===== src/rtl/dmem_arb_pkg.sv =====
// Shared types and defaults for the data-memory arbiter.
package dmem_arb_pkg;

    localparam int DEF_ADDR_W   = 32;
    localparam int DEF_DATA_W   = 32;
    localparam int DEF_MAX_WAIT = 8;

    // Wide enough for any starvation limit in 1..255.
    localparam int WAIT_W = 8;

    // ARB: normal arbitration. DBG_LOCK: debug loader holds the bus.
    typedef enum logic {
        ARB      = 1'b0,
        DBG_LOCK = 1'b1
    } arb_state_e;

    // Encoding of the owner output.
    typedef enum logic {
        OWNER_CPU = 1'b0,
        OWNER_DBG = 1'b1
    } owner_e;

endpackage


===== src/rtl/dmem_arb_wait_cnt.sv =====
// Debug-port starvation counter: counts cycles where the debug port asks
// but is not granted, saturates at MAX_WAIT, clears on any debug accept.
module dmem_arb_wait_cnt
    import dmem_arb_pkg::*;
#(
    parameter int MAX_WAIT = DEF_MAX_WAIT
) (
    input  logic clk,
    input  logic reset,
    input  logic dbg_req,
    input  logic dbg_gnt,
    output logic starved
);

    localparam logic [WAIT_W-1:0] LIMIT = WAIT_W'(MAX_WAIT);

    logic [WAIT_W-1:0] cnt_q;
    logic [WAIT_W-1:0] cnt_d;

    // Next count: clear on debug accept, else count a refused request.
    always_comb begin
        cnt_d = cnt_q;
        if (dbg_req && dbg_gnt) begin
            cnt_d = '0;
        end else if (dbg_req && (cnt_q != LIMIT)) begin
            cnt_d = cnt_q + WAIT_W'(1);
        end
    end

    // Count register.
    always_ff @(posedge clk or negedge reset) begin
        if (!reset) begin
            cnt_q <= '0;
        end else begin
            cnt_q <= cnt_d;
        end
    end

    assign starved = (cnt_q == LIMIT);

endmodule


===== src/rtl/dmem_arbiter.sv =====
// Two-port (CPU, debug loader) arbiter in front of a single data memory.
// CPU has priority in ARB; a locked debug access holds the bus in DBG_LOCK.
// Optional debug starvation guard: define DMEM_ARB_STARVE_EN.
//
// Handshake: an access is accepted at a rising edge where req && gnt.
// gnt is combinational from req and registered state, never waits on
// anything else, and at most one gnt is high per cycle. Reads return one
// cycle after the accept edge as a single-cycle rvalid pulse.
module dmem_arbiter
    import dmem_arb_pkg::*;
#(
    parameter int ADDR_W   = DEF_ADDR_W,
    parameter int DATA_W   = DEF_DATA_W,
    parameter int MAX_WAIT = DEF_MAX_WAIT
) (
    input  logic              clk,
    input  logic              reset,
    input  logic              cpu_req,
    input  logic              cpu_we,
    input  logic [ADDR_W-1:0] cpu_addr,
    input  logic [DATA_W-1:0] cpu_wdata,
    output logic              cpu_gnt,
    output logic              cpu_rvalid,
    output logic [DATA_W-1:0] cpu_rdata,
    input  logic              dbg_req,
    input  logic              dbg_we,
    input  logic              dbg_lock,
    input  logic [ADDR_W-1:0] dbg_addr,
    input  logic [DATA_W-1:0] dbg_wdata,
    output logic              dbg_gnt,
    output logic              dbg_rvalid,
    output logic [DATA_W-1:0] dbg_rdata,
    output logic              mem_read,
    output logic              mem_write,
    output logic [ADDR_W-1:0] mem_addr,
    output logic [DATA_W-1:0] mem_wdata,
    input  logic [DATA_W-1:0] mem_rdata,
    output logic              owner,
    output arb_state_e        arb_state
);

    if (MAX_WAIT < 1 || MAX_WAIT > 255) begin : g_bad_max_wait
        $error("dmem_arbiter: MAX_WAIT must be in 1..255");
    end

    arb_state_e        state_q, state_d;
    logic              cpu_rvalid_q, cpu_rvalid_d;
    logic              dbg_rvalid_q, dbg_rvalid_d;
    logic [DATA_W-1:0] cpu_rdata_q, cpu_rdata_d;
    logic [DATA_W-1:0] dbg_rdata_q, dbg_rdata_d;
    logic              starved;

`ifdef DMEM_ARB_STARVE_EN
    dmem_arb_wait_cnt #(
        .MAX_WAIT (MAX_WAIT)
    ) u_wait_cnt (
        .clk     (clk),
        .reset   (reset),
        .dbg_req (dbg_req),
        .dbg_gnt (dbg_gnt),
        .starved (starved)
    );
`else
    assign starved = 1'b0;
`endif

    // Grant selection and next state; nothing is granted while in reset.
    always_comb begin
        cpu_gnt = 1'b0;
        dbg_gnt = 1'b0;
        state_d = state_q;
        if (reset) begin
            case (state_q)
                ARB: begin
                    if (starved && dbg_req) begin
                        dbg_gnt = 1'b1;
                    end else if (cpu_req) begin
                        cpu_gnt = 1'b1;
                    end else if (dbg_req) begin
                        dbg_gnt = 1'b1;
                    end
                    if (dbg_gnt && dbg_lock) begin
                        state_d = DBG_LOCK;
                    end
                end
                DBG_LOCK: begin
                    dbg_gnt = dbg_req;
                    if (!dbg_lock) begin
                        state_d = ARB;
                    end
                end
                default: state_d = ARB;
            endcase
        end
    end

    // Memory-side mux: follows the granted port, all zero when idle.
    always_comb begin
        mem_read  = 1'b0;
        mem_write = 1'b0;
        mem_addr  = '0;
        mem_wdata = '0;
        if (cpu_gnt) begin
            mem_read  = !cpu_we;
            mem_write = cpu_we;
            mem_addr  = cpu_addr;
            mem_wdata = cpu_wdata;
        end else if (dbg_gnt) begin
            mem_read  = !dbg_we;
            mem_write = dbg_we;
            mem_addr  = dbg_addr;
            mem_wdata = dbg_wdata;
        end
    end

    // Read return: capture data on a read accept, pulse rvalid once.
    always_comb begin
        cpu_rvalid_d = cpu_req && cpu_gnt && !cpu_we;
        dbg_rvalid_d = dbg_req && dbg_gnt && !dbg_we;
        cpu_rdata_d  = cpu_rvalid_d ? mem_rdata : cpu_rdata_q;
        dbg_rdata_d  = dbg_rvalid_d ? mem_rdata : dbg_rdata_q;
    end

    // State and read-return registers.
    always_ff @(posedge clk or negedge reset) begin
        if (!reset) begin
            state_q      <= ARB;
            cpu_rvalid_q <= 1'b0;
            dbg_rvalid_q <= 1'b0;
            cpu_rdata_q  <= '0;
            dbg_rdata_q  <= '0;
        end else begin
            state_q      <= state_d;
            cpu_rvalid_q <= cpu_rvalid_d;
            dbg_rvalid_q <= dbg_rvalid_d;
            cpu_rdata_q  <= cpu_rdata_d;
            dbg_rdata_q  <= dbg_rdata_d;
        end
    end

    assign owner      = ((state_q == DBG_LOCK) || dbg_gnt) ? OWNER_DBG : OWNER_CPU;
    assign cpu_rvalid = cpu_rvalid_q;
    assign dbg_rvalid = dbg_rvalid_q;
    assign cpu_rdata  = cpu_rdata_q;
    assign dbg_rdata  = dbg_rdata_q;
    assign arb_state  = state_q;

endmodule


===== config.mk =====
export PLATFORM = sky130hd
export DESIGN_NAME = dmem_arbiter
export DESIGN_NICKNAME = d
export VERILOG_FILES = /design/src/rtl/dmem_arb_pkg.sv /design/src/rtl/dmem_arb_wait_cnt.sv /design/src/rtl/dmem_arbiter.sv
export SDC_FILE = /design/constraint.sdc
export NUM_CORES = 1
export LEC_CHECK = 0
export ABC_AREA = 0
export CORE_AREA = 3 3 117 119
export CTS_CLUSTER_DIAMETER = 50
export DETAILED_ROUTE_END_ITERATION = 6
export DIE_AREA = 0 0 120 122
export PLACE_DENSITY = 0.69
export SYNTH_ARGS = -nofsm -noshare
export SYNTH_HDL_FRONTEND = slang
export SYNTH_SLANG_ARGS = --single-unit

===== constraint.sdc =====
create_clock -name clk -period 3.6 [get_ports clk]
set_clock_uncertainty 0.2 [all_clocks]
set_input_delay 0.72 -clock clk [delete_from_list [all_inputs] [get_ports clk]]
set_output_delay 0.72 -clock clk [all_outputs]
set_load 0.01 [all_outputs]

==> metrics.log, run 1 <==
INFO  metric detailroute.via_count = 3,218
INFO  metric clock.fmax = 284.7 MHz
INFO  metric crit_path_max_incr_delay = 0.56 ns
INFO  metric worstSetupStartpoint = cpu_req
INFO  metric drive_gt1_share = 17.05%
INFO  metric critical-path-slowest-cell = clkdlybuf4s50_1
INFO  metric irDropWorstVdd = 0.0003003 V
INFO  metric cts_max_path_buffers = 2
INFO  metric starting_drc_count_in_detailed_routing = 158
INFO  metric dieHeight = 122 microns
INFO  metric grt_max_degree = 69
INFO  metric r2r.worst_path.cells = 4
INFO  metric path_cells = clkdlybuf4s50_1, nand2b_1, and3_2, buf_12, a22o_1, clkdlybuf4s50_1
INFO  metric tritoncts = built
INFO  metric rsz0062_at_grt = no
INFO  metric fin_crit_sh = 97.58%
INFO  metric utilization = 53.15%
INFO  metric globalRoute.totalOverflow = 0
INFO  metric status = finished clean
INFO  metric leakage = 2.740 nW
INFO  metric postSynthCellCount = 229
INFO  metric cellPowerDensity = 460.1 nW/um^2
INFO  metric synthesis.nets = 396
INFO  metric antenna_found_initial = 0
INFO  metric drc = 0
INFO  metric final.hold.worst_slack = 0.3027 ns
INFO  metric core-area = 12,670 sq um
INFO  metric die-width = 120 microns
INFO  metric worst_slew_margin_rel = 44.35%
INFO  metric fin_area = 6734 sq um
INFO  metric io_pins = 303
INFO  metric worst-endpoint-arrival = 2.59 ns
INFO  metric worstSetupPathType = primary input to output port
INFO  metric r2r_start = arb_state
INFO  metric gr-usage-all-layers = 18.04%
INFO  metric insertedDiodeCount = 0
INFO  metric finalMaxSlewViolations = 0
INFO  metric first_global_vias = 3,419
INFO  metric cts-buffers-inserted = 9
INFO  metric worst_setup_path_start_kind = primary input
INFO  metric worst_hold_path.num_cells = 1
INFO  metric cts_hold_buffers = 0
INFO  metric total_power = 0.003098 W
INFO  metric port_buffers = 302
INFO  metric htree_levels = 3
INFO  metric slew_of_the_pin_with_the_lowest_slew_margin = 0.8347 ns
INFO  metric critical_path.endpoint_type = output port
INFO  metric worst_skew_pair.late_latency = 0.32 ns
INFO  metric master_cell_of_the_clock_root_buffer = clkbuf_16
INFO  metric rows = 41
INFO  metric hpwlAfterDp = 11.08 mm
INFO  metric synth_area = 3282 sq um
INFO  metric firstDrtPassIters = 4
INFO  metric cts.sinks = 67
INFO  metric synth_to_layout_area_growth = 105.2%
INFO  metric finalWeightedCongestion = 0.7842
INFO  metric worst_ep_required_time = 2.68 ns
INFO  metric critical_path.max_fanout = 65
INFO  metric yosysSeqAreaShare = 51.09%
INFO  metric cts_repair_resize_count = 0
INFO  metric totalNegativeSetupSlack = 0 ns
INFO  metric timing.final.crit_period = 3.513 ns
INFO  metric post_drt_wl_per_cell = 20.12 microns
INFO  metric wire_length_of_the_first_global_routing_pass = 20.20 mm
INFO  metric number_of_hold_violations_in_the_final_report = 0
INFO  metric start_util = 25.90%
INFO  metric avgViaCountPerCell = 4.597
INFO  metric place_area = 6441 sq um
INFO  metric floorplan.die_area = 14,640 sq um
INFO  metric ys_types = 17
INFO  metric hold_class = flip-flop to flip-flop
INFO  metric nNetsFinal = 690
INFO  metric clk_transition_reported_paths = 0.05 ns
INFO  metric synth_warnings = 0
INFO  metric hp-start = dbg_rdata[11]
INFO  metric finalWirelength = 14.09 mm
INFO  metric synth.avg_cell_area = 14.33 sq um
INFO  metric post_cts_buffers = 0
INFO  metric critical-path-top-cell-by-count = clkdlybuf4s50_1
INFO  metric synth_seq_cells = 67
INFO  metric final_antenna_net_count = 0
INFO  metric setup-violations-final = 0
INFO  metric drv.max_cap_violation_count = 0
-- critical path, delay by kind of cell --
kind | cells | cell delay (ns)
AOI/OAI and AO/OA | 1 | 0.26
buffers and inverters | 3 | 1.27
and+or+nand+nor | 2 | 0.33
-- sequential cells by signal (all words and copies together) (netlist names) --
register,count
arb_state,1
cpu_rdata,32
cpu_rvalid,1
dbg_rdata,32
dbg_rvalid,1
-- metal layers --
layer	routed length (microns)	global-route usage [%]
met2	6857	29.79
met3	1547	8.357
met1	5493	21.32
met5	0	0
met4	188	4.653
-- power by group --
group	switching (W)	internal (W)	leakage, nW
sequential	0.000104	0.000944	0.801
combinational	0.000408	0.000806	1.79
clock	0.000295	0.000540	0.146
total	0.000808	0.00229	2.74
-- through the flow --
step / instances / setup slack [ns]
CTS: 700 / 0.08515
detailed placement: 684 / 0.1042
global placement: 684 / 0.1084
finish: 700 / 0.08716
floorplan: 229 / 1.008
global route: 700 / 0.01786
-- cell usage in the layout, fill, tap and decap left out --
master / count
inv_1: 1
a2bb2oi_1: 1
buf_2: 1
nor2b_4: 1
clkbuf_1: 2
and3b_2: 1
mux2_4: 28
clkbuf_8: 4
and4b_2: 1
and3_2: 1
buf_12: 2
clkdlybuf4s50_1: 301
buf_4: 3
clkinv_2: 1
mux2_2: 36
dfrtp_1: 67
a22o_1: 65
or2_2: 2
clkbuf_16: 9
nand2b_1: 1
-- logic make-up after synthesis --
kind of cell           share of synthesized area [%]
flip-flops                                     51.09
AO/OA/AOI/OAI                                  17.61
multiplexers                                   25.16
buffers and inverters                          4.384
AND/OR/NAND/NOR                                1.754
-- synthesized netlist by cell type --
master	number	area share, %
a2bb2oi_1	1	0.27
mux2_2	36	12
inv_1	1	0.11
buf_2	13	2.0
nand2b_1	1	0.19
mux2_4	28	13
and3_1	1	0.19
buf_1	1	0.11
a22o_1	65	17
buf_6	4	1.4
clkbuf_1	5	0.57
or2_2	2	0.38
dfrtp_1	67	51
and4b_1	1	0.31
nor2b_4	1	0.42
buf_4	1	0.23
and3b_1	1	0.27
-- worst paths after layout --
kind | end | slack (ns)
max | mem_wdata[29] | 0.09
min | dbg_rdata[11] | 0.30
max reg2reg | cpu_rdata[11] | 1.46
min reg2reg | dbg_rdata[11] | 0.30
max in group asynchronous | cpu_rdata[18] | 2.19
min in group asynchronous | dbg_rdata[27] | 0.48
-- area by class of cell --
| cell class | count | area [sq um] |
|---|---|---|
| fill | 1096 | 5937 |
| timing repair buffer | 307 | 3080 |
| sequential | 67 | 1677 |
| multi-input combinational | 137 | 1465 |
| clock buffer | 15 | 287.8 |
| tap | 172 | 215.2 |
| clock inverter | 1 | 5.005 |
| inverter | 1 | 3.754 |
(Power assumes the default switching activity.)
==> run 2: changes to the inputs <==
Settings changed: ABC_AREA 0 to 1, CORE_AREA 3 3 117 119 to 3 3 118 120, DIE_AREA 0 0 120 122 to 0 0 121 123, PLACE_DENSITY 0.69 to 0.7.
Clock period 3.6 ns to 4.5 ns, I/O delays scaled along.
==> run 2 against run 1 <==
  * Register-to-register slack gained 1.3 ns
  * Sequential share of layout area down 1.1 points
  * Setup slack better by 0.41 ns
  * Routed wire length grew 29%
  * Non-clock buffer count increased by 7
  * Hold slack got worse by 0.036 ns
==> metrics.log, run 2 <==
INFO  metric antenna_found_initial = 1
INFO  metric synth_to_layout_area_growth = 97.23%
INFO  metric utilization = 53.84%
INFO  metric async_flop_share = 100.0%
INFO  metric ys_types = 17
INFO  metric fillCellCount = 1,225
INFO  metric clkPwrFrac = 30.5%
INFO  metric status = finished clean
INFO  metric die-width = 121 microns
INFO  metric cts.sinks = 67
INFO  metric clock.fmax = 250.1 MHz
INFO  metric timing.final.crit_period = 3.998 ns
INFO  metric worst_setup_path_start_kind = primary input
INFO  metric detailroute.via_count = 4,661
INFO  metric clk_transition_reported_paths = 0.06 ns
INFO  metric io_pins = 303
INFO  metric dpl.cell_count = 963
INFO  metric yosysSeqAreaShare = 46.94%
INFO  metric p_int = 0.001699 W
INFO  metric finalWirelength = 18.14 mm
INFO  metric synth_warnings = 0
INFO  metric p_seq_share = 33.4%
INFO  metric ys_flop_type = dfrtp_1
INFO  metric worst_slew_margin_rel = 42.10%
INFO  metric number_of_hold_violations_in_the_final_report = 0
INFO  metric drv.max_cap_violation_count = 0
INFO  metric avgViaCountPerCell = 4.761
INFO  metric cts_repair_resize_count = 0
INFO  metric rsz0062_at_grt = no
INFO  metric hpwlAfterDp = 13.78 mm
INFO  metric finalWeightedCongestion = 1.003
INFO  metric globalRoute.totalOverflow = 0
INFO  metric slew_of_the_pin_with_the_lowest_slew_margin = 0.8685 ns
INFO  metric r2r.worst_path.cells = 7
INFO  metric master_cell_of_the_clock_root_buffer = clkbuf_16
INFO  metric layout.cells.most_common = nand2_1
INFO  metric cts_hold_buffers = 0
INFO  metric finalMaxSlewViolations = 0
INFO  metric logic_pwr_share = 36.1%
INFO  metric post_cts_buffers = 0
INFO  metric postSynthCellCount = 512
INFO  metric floorplan.die_area = 14,880 sq um
INFO  metric nNetsFinal = 965
INFO  metric total_power = 0.002399 W
INFO  metric setup-violations-final = 0
INFO  metric hold_class = primary input to asynchronous set/reset pin
INFO  metric core-area = 13,090 sq um
INFO  metric worst_skew_pair.late_latency = 0.33 ns
INFO  metric reg2reg_slack = 2.75 ns
INFO  metric final.hold.worst_slack = 0.2665 ns
INFO  metric post_drt_wl_per_cell = 18.53 microns
INFO  metric post_synth_edffs = 0
INFO  metric start_util = 27.30%
INFO  metric starting_drc_count_in_detailed_routing = 313
INFO  metric synth_seq_cells = 67
INFO  metric critical_path.max_fanout = 48
INFO  metric cts_max_path_buffers = 2
INFO  metric dieHeight = 123 microns
INFO  metric sequential_cell_area = 1677 sq um
INFO  metric instances_no_fill = 979
INFO  metric ys_top_cells_by_area = dfrtp_1 (47%), nand2_1 (34%), nand4_1 (11%)
INFO  metric totalNegativeSetupSlack = 0 ns
INFO  metric first_global_vias = 4,502
INFO  metric final_cell_mix = nand2_1 (324), clkdlybuf4s50_1 (301), dfrtp_1 (67)
INFO  metric synth.avg_cell_area = 6.977 sq um
INFO  metric area_occupied_by_multi_input_gates = 1675 sq um
INFO  metric yosys.area.top_type = dfrtp_1
INFO  metric cellPowerDensity = 340.5 nW/um^2
INFO  metric leakage = 3.343 nW
INFO  metric worst-endpoint-arrival = 2.90 ns
INFO  metric power_switching = 0.0006996 W
INFO  metric synth.top_cell.area_share = 46.94%
INFO  metric tritoncts = built
INFO  metric gr-usage-all-layers = 22.73%
INFO  metric htree_levels = 3
INFO  metric switching_share = 29.16%
INFO  metric irDropWorstVdd = 0.0002381 V
INFO  metric grt_max_degree = 79
INFO  metric fin_crit_sh = 88.85%
INFO  metric worstSetupPathType = primary input to output port
INFO  metric synth_area = 3572 sq um
INFO  metric final_antenna_net_count = 0
INFO  metric drive_gt1_share = 4.489%
INFO  metric r2r_start = arb_state
INFO  metric synthesis.nets = 679
INFO  metric rows = 42
INFO  metric critical_path.endpoint_type = output port
INFO  metric cts-buffers-inserted = 9
INFO  metric yosys-top-cells-count = nand2_1 (324), dfrtp_1 (67), nand4_1 (64)
INFO  metric worst_r2r_endpoint = dbg_rdata[10]
INFO  metric worst_ep_required_time = 3.40 ns
INFO  metric firstDrtPassIters = 4
INFO  metric drc = 0
INFO  metric wire_length_of_the_first_global_routing_pass = 25.96 mm
INFO  metric port_buffers = 302
INFO  metric post-synth-top-count-cell = nand2_1
-- run 2: cell types whose count changed after synthesis, moves of 11 or more --
cell	delta
nand2_1	+324
a22o_1	-65
clkbuf_1	+11
mux2_4	-28
mux2_2	-36
nand4_1	+64
-- run 2: area by class of cell --
class                      instances  share of cell area [%]
inverter                           9                  0.4795
timing repair buffer             314                   44.33
antenna                            1                 0.03552
tap                              176                   3.126
multi-input combinational        397                   23.78
clock inverter                     1                  0.4262
clock buffer                      14                   4.031
sequential                        67                   23.80
-- run 2: routing by layer --
metal	part of all wire (%)	track usage, %
met5	0	0
met1	40	28.18
met3	9.8	7.319
met2	49	38.83
met4	0.92	4.958
-- run 2: stage by stage --
| step | area (sq um) | setup WS (ns) |
|---|---|---|
| finish | 7046 | 0.5019 |
| global placement | 6729 | 0.5267 |
| floorplan | 3572 | 1.687 |
| detailed placement | 6729 | 0.4996 |
| CTS | 7043 | 0.4910 |
| global route | 7046 | 0.3931 |
-- run 2: critical path, stage by stage --
cell             delay, ns
clkdlybuf4s50_1       0.50
nand2_2               0.11
nor2_4                0.11
buf_4                 0.43
nand2_1               0.18
nand2_1               0.11
clkdlybuf4s50_1       0.56
-- run 2: how the worst max path moves through the flow --
| stage | start | end | slack (ns) | depth (start not counted) |
|---|---|---|---|---|
| 6_report | cpu_req | mem_addr[24] | 0.50 | 7 |
| 4_1_cts | cpu_req | mem_addr[24] | 0.49 | 7 |
| 2_1_floorplan | reset | mem_addr[0] | 1.69 | 9 |
| 5_1_grt | cpu_req | mem_addr[24] | 0.39 | 7 |
| 3_5_place_dp | cpu_req | mem_addr[24] | 0.50 | 7 |
| 3_3_place_gp | cpu_req | mem_addr[24] | 0.53 | 7 |
-- run 2: power by group through the flow --
stage	clock network (W)	logic [W]	registers, W
after floorplan	0	0.000220	0.000862
after global placement	0	0.000864	0.000805
after detailed placement	0	0.000872	0.000807
after CTS	0.000750	0.000878	0.000801
after global routing	0.000770	0.000929	0.000815
final	0.000732	0.000867	0.000800
-- run 2: kinds of logic (layout without fill, tap and decap cells) --
kind of cell           count (synthesis)  in the layout  synth area share (%)
AOI/OAI and AO/OA                      2              2                0.2799
buffers and inverters                 48            338                 6.375
DFF                                   67             67                 46.94
other                                  0              1                     0
and+or+nand+nor                      395            395                 46.41
==> run 3: changes to the inputs <==
Settings changed: DONT_BUFFER_PORTS from default to 1, PLACE_DENSITY 0.7 to 0.41.
==> run 3 against run 2 <==
  * Routed wire length fell by 30%
  * Power decreased by 26%
  * Clock power shrank 14%
  * Non-clock buffer count fell by 305
  * Core utilization down 24 points
  * Sequential share of layout area increased by 19 points
==> metrics.log, run 3 (synthesis results as in run 2) <==
INFO  metric worst_skew_pair.late_latency = 0.33 ns
INFO  metric starting_drc_count_in_detailed_routing = 319
INFO  metric finalWirelength = 12.68 mm
INFO  metric die-width = 121 microns
INFO  metric wire_length_of_the_first_global_routing_pass = 18.26 mm
INFO  metric grt_max_degree = 103
INFO  metric globalRoute.totalOverflow = 0
INFO  metric worst_slew_margin_rel = 35.53%
INFO  metric tritoncts = built
INFO  metric r2r_start = arb_state
INFO  metric power_switching = 0.0005909 W
INFO  metric area_occupied_by_multi_input_gates = 1675 sq um
INFO  metric logic_pwr_share = 14.3%
INFO  metric fin_crit_sh = 74.10%
INFO  metric leakage = 2.156 nW
INFO  metric critical_path.max_fanout = 102
INFO  metric drv.max_cap_violation_count = 0
INFO  metric setup-violations-final = 0
INFO  metric hold_class = primary input to asynchronous set/reset pin
INFO  metric critical_path.endpoint_type = output port
INFO  metric irDropWorstVdd = 0.0001719 V
INFO  metric antenna_found_initial = 1
INFO  metric final_antenna_net_count = 0
INFO  metric port_buffers = 0
INFO  metric worst_ep_required_time = 3.40 ns
INFO  metric rsz0062_at_grt = no
INFO  metric utilization = 30.09%
INFO  metric status = finished clean
INFO  metric first_global_vias = 3,219
INFO  metric htree_levels = 3
INFO  metric cts.sinks = 67
INFO  metric critical-path-slowest-cell = inv_2
INFO  metric rows = 42
INFO  metric slew_of_the_pin_with_the_lowest_slew_margin = 0.9670 ns
INFO  metric critical-path-top-cell-by-count = nand2_1
INFO  metric cellPowerDensity = 451.6 nW/um^2
INFO  metric clkPwrFrac = 35.3%
INFO  metric drc = 0
INFO  metric cts-buffers-inserted = 9
INFO  metric totalNegativeSetupSlack = 0 ns
INFO  metric cts_hold_buffers = 0
INFO  metric path_cells = nand2_1, inv_2, nand2_2, inv_2, nand2_1, nand2_1
INFO  metric post_cts_buffers = 0
INFO  metric cts_max_path_buffers = 2
INFO  metric p_seq_share = 50.5%
INFO  metric master_cell_of_the_clock_root_buffer = clkbuf_16
INFO  metric synth_to_layout_area_growth = 10.23%
INFO  metric worstSetupPathType = primary input to output port
INFO  metric layout.cells.most_common = nand2_1
INFO  metric start_util = 27.30%
INFO  metric finalMaxSlewViolations = 0
INFO  metric worst_r2r_endpoint = dbg_rdata[6]
INFO  metric avgViaCountPerCell = 5.037
INFO  metric io_pins = 303
INFO  metric gr-usage-all-layers = 16.03%
INFO  metric post_drt_wl_per_cell = 18.82 microns
INFO  metric final_cell_mix = nand2_1 (324), dfrtp_1 (67), nand4_1 (64)
INFO  metric core-area = 13,090 sq um
INFO  metric sequential_cell_area = 1677 sq um
INFO  metric dieHeight = 123 microns
INFO  metric cts_repair_resize_count = 0
INFO  metric nNetsFinal = 660
INFO  metric r2r.worst_path.cells = 7
INFO  metric reg2reg_slack = 2.60 ns
INFO  metric fillCellCount = 1,425
INFO  metric worst-endpoint-arrival = 2.23 ns
INFO  metric hpwlAfterDp = 9.041 mm
INFO  metric detailroute.via_count = 3,395
INFO  metric number_of_hold_violations_in_the_final_report = 0
INFO  metric finalWeightedCongestion = 0.7243
INFO  metric switching_share = 33.23%
INFO  metric clk_transition_reported_paths = 0.06 ns
INFO  metric clock.fmax = 299.9 MHz
INFO  metric p_int = 0.001187 W
INFO  metric timing.final.crit_period = 3.335 ns
INFO  metric drive_gt1_share = 6.237%
INFO  metric worst_setup_path_start_kind = primary input
INFO  metric crit_path_max_incr_delay = 0.68 ns
INFO  metric floorplan.die_area = 14,880 sq um
INFO  metric firstDrtPassIters = 4
-- run 3: cell count changes in the layout (fill, tap and decap cells not counted), sizes merged --
cell	previous run	this run
buf	13	9
bufinv	1	0
clkdlybuf4s50	301	0
clkbuf	14	12
clkinv	2	5
-- run 3: final cells by class --
cell class              instances  share of cell area [%]
repair buffers                  9                   1.716
flip-flops and latches         67                   42.58
multi-input cells             397                   42.55
clock buffers                  12                   6.260
clock inverters                 3                  0.3813
inverters                       9                  0.8580
diodes                          1                 0.06355
well taps                     176                   5.593
-- run 3: worst max path at each step --
stage / cells after the start / slack, ns / startpoint / to
3_5_place_dp: 6 / 1.16 / reset / mem_addr[9]
6_report: 6 / 1.17 / reset / mem_addr[9]
2_1_floorplan: 9 / 1.69 / reset / mem_addr[0]
4_1_cts: 6 / 1.16 / reset / mem_addr[9]
5_1_grt: 6 / 1.00 / reset / mem_addr[9]
3_3_place_gp: 6 / 1.21 / reset / mem_addr[9]
-- run 3: metrics by stage --
step           setup slack [ns]  power [W]  hold slack, ns  instances  area, sq um
2_1_floorplan             1.687   0.001082          0.3085        512         3572
3_3_place_gp              1.213   0.001163          0.3303        658         3674
3_5_place_dp              1.161   0.001169          0.3296        658         3674
4_1_cts                   1.161   0.001814         0.04781        673         3935
5_1_grt                   1.003   0.001896         0.04019        674         3938
6_report                  1.166   0.001778         0.06242        674         3938
-- run 3: per-layer routing --
layer  vias to the layer above  share of wire [%]  track usage, %
met4                         0                1.2           3.895
li1                       1606                  -               -
met5                         -                  0               0
met1                      1608                 40           19.20
met3                        11                 11           8.051
met2                       170                 48           25.81
-- run 3: power by group through the flow --
stage	Combinational (W)	Clock (W)	Sequential (W)
6_report	0.000254	0.000627	0.000897
5_1_grt	0.000297	0.000681	0.000918
4_1_cts	0.000257	0.000653	0.000904
3_5_place_dp	0.000258	0	0.000912
3_3_place_gp	0.000251	0	0.000912
2_1_floorplan	0.000220	0	0.000862
-- run 3: critical path, delay by kind of cell --
family | cells | cell delay [ns]
buffers and inverters | 2 | 0.74
AND/OR/NAND/NOR | 4 | 0.53
==> variant (flow settings as in run 1) <==
Register the output `dbg_rdata` once more, without a reset; this adds one clock of latency there. The other outputs are not delayed to match.
--- a/src/rtl/dmem_arbiter.sv
+++ b/src/rtl/dmem_arbiter.sv
@@ -142,7 +142,9 @@
     assign cpu_rvalid = cpu_rvalid_q;
     assign dbg_rvalid = dbg_rvalid_q;
     assign cpu_rdata  = cpu_rdata_q;
-    assign dbg_rdata  = dbg_rdata_q;
+    always_ff @(posedge clk) begin
+        dbg_rdata <= dbg_rdata_q;
+    end
     assign arb_state  = state_q;
 
 endmodule
Check against the original RTL: not equivalent (Yosys sat finds a counterexample within 4 cycles, from zero or initial values and one cycle with reset low).
==> variant against run 1 <==
Critical path type unchanged. Synthesized area grew 20%. Setup slack gained 0.011 ns. Sequential cell count grew 32. Utilization grew 5.3 points. Final area grew 10%. Largest power group is now registers. Routed wire length grew 2.3%. Power grew 17%. Via count grew 5.3%.
==> variant: results (changes against run 1) <==
metric,value,unit,change
synth-compound-area-share,14.7,%,-2.9 points
status,"finished, final reports clean",,
multi_input_comb_area,0.00147,mm²,unchanged
yosysSeqAreaShare,59.1,%,+8.0 points
postSynth.asyncResetShare,67.7,%,-32 points
postPlaceCellArea,0.00713,mm²,+11%
drive_gt1_share,17.3,%,+0.27 points
vias_in_the_first_global_route,3711,,+8.5%
filler_cell_count,1056,,-3.6%
clk_latency,0.34,ns,+0.02 ns
n_multi_input_combinational_cell,137,,unchanged
synth-adder-area-share,0,%,unchanged
buffering_overhead,42.2,%,-3.6 points
groute.usage.overall,19.2,%,+1.2 points
synth_top_flop_cell,sky130_fd_sc_hd__dfrtp_1,,
worst_path_dominant_cell_family,buffers and inverters,,
cts_setup_buffers,0,,unchanged
cp.arrival,2.58,ns,about the same
final_net_count,728,,+5.5%
synthTopCellsByCount,"sky130_fd_sc_hd__dfrtp_1 (67), sky130_fd_sc_hd__a22o_1 (65), sky130_fd_sc_hd__mux2_2 (36), sky130_fd_sc_hd__dfxtp_1 (32), sky130_fd_sc_hd__mux2_4 (28)",,
sh_seq_area,31.3,%,+6.4 points
dp_hpwl,11600,µm,+4.4%
total_leakage_power,3.04,nW,+11%
clk_share,3.80,%,-0.55 points
synthTopCellsByArea,"sky130_fd_sc_hd__dfrtp_1 (43%), sky130_fd_sc_hd__dfxtp_1 (16%), sky130_fd_sc_hd__a22o_1 (15%)",,
clock_tree.root_cell,sky130_fd_sc_hd__clkbuf_16,,
dr.pass1.iters,5,,+1
critical_path_peak_fanout,38,,-42%
p_int,0.00268,W,+17%
dr.first_iter.drc_count,210,,+33%
seq_cells,99,,+48%
vdd_drop_max,0.277,mV,-7.6%
port-buffer-count,302,,unchanged
gpl.final_weighted_congestion,0.911,,+16%
slew_headroom,42.4,%,-2.0 points
drcViolationCount,0,,unchanged
cts.clk_slew.worst_paths,0.07,ns,+0.02 ns
first_pass_grt_wire_length,21300,µm,+5.7%
buffers,313,,+2.0%
yosys_warnings,0,,unchanged
synth.mux.area_fraction,21.1,%,-4.1 points
drt-wirelength-per-cell,19.5,µm,-2.9%
syn-num-nets,428,,+8.1%
grt_antenna_before_repair,1,,+1
insertedDiodeCount,0,,unchanged
num-clock-buffers,9,,-6
multi_input_area_share,19.8,%,-2.0 points
number_of_vias_in_the_routed_layout,3387,,+5.3%
hp-class,register to register,,
post_cts_resized,0,,unchanged
synth.distinct_cells,18,,+1
max_stage_delay,0.54,ns,-0.02 ns
ctsHoldBuffers,0,,unchanged
variant: layer usage:
metal	wire length [µm]	global-route usage, %	vias to the layer above	share of wire [%]
li1	-	-	1572	-
met4	319	5.73	2	2.2
met2	7720	35.7	165	54
met5	11	0	-	0.076
met3	1160	6.22	21	8.1
met1	5210	20.9	1627	36
variant: power groups by stage:
stage,registers (W),clock network [W],logic (W)
6_report,0.00152,0.000898,0.00122
5_1_grt,0.00155,0.000982,0.00129
2_1_floorplan,0.00161,0,0.000354
4_1_cts,0.00152,0.000932,0.00124
3_5_place_dp,0.00154,0,0.00124
3_3_place_gp,0.00153,0,0.00122
variant: path summary, 6_finish.rpt:
kind / from / to / slack [ns] / depth (start not counted)
max reg2reg: arb_state$_DFFE_PN0P_ / cpu_rdata[2]$_DFFE_PN0P_ / 1.42 / 4
min: dbg_rdata_q[14]$_DFFE_PN0P_ / dbg_rdata[14]$_DFF_P_ / 0.16 / 0
min reg2reg: dbg_rdata_q[14]$_DFFE_PN0P_ / dbg_rdata[14]$_DFF_P_ / 0.16 / 0
min in group asynchronous: reset / arb_state$_DFFE_PN0P_ / 0.42 / 2
max: cpu_req / mem_wdata[30] / 0.1 / 7
max in group asynchronous: reset / dbg_rdata_q[14]$_DFFE_PN0P_ / 2.20 / 2
variant: per-stage QoR:
stage                     setup WS, ns  std cells  util, %  power, W  hold WS [ns]
after CTS                        0.110        738     58.5   0.00369         0.161
after detailed placement         0.115        722     56.2   0.00277         0.149
final                           0.0985        738     58.5   0.00364         0.161
after floorplan                   1.01        261        -   0.00196         0.144
after global routing            0.0222        738     58.5   0.00382         0.168
after global placement           0.147        722     56.2   0.00275         0.148
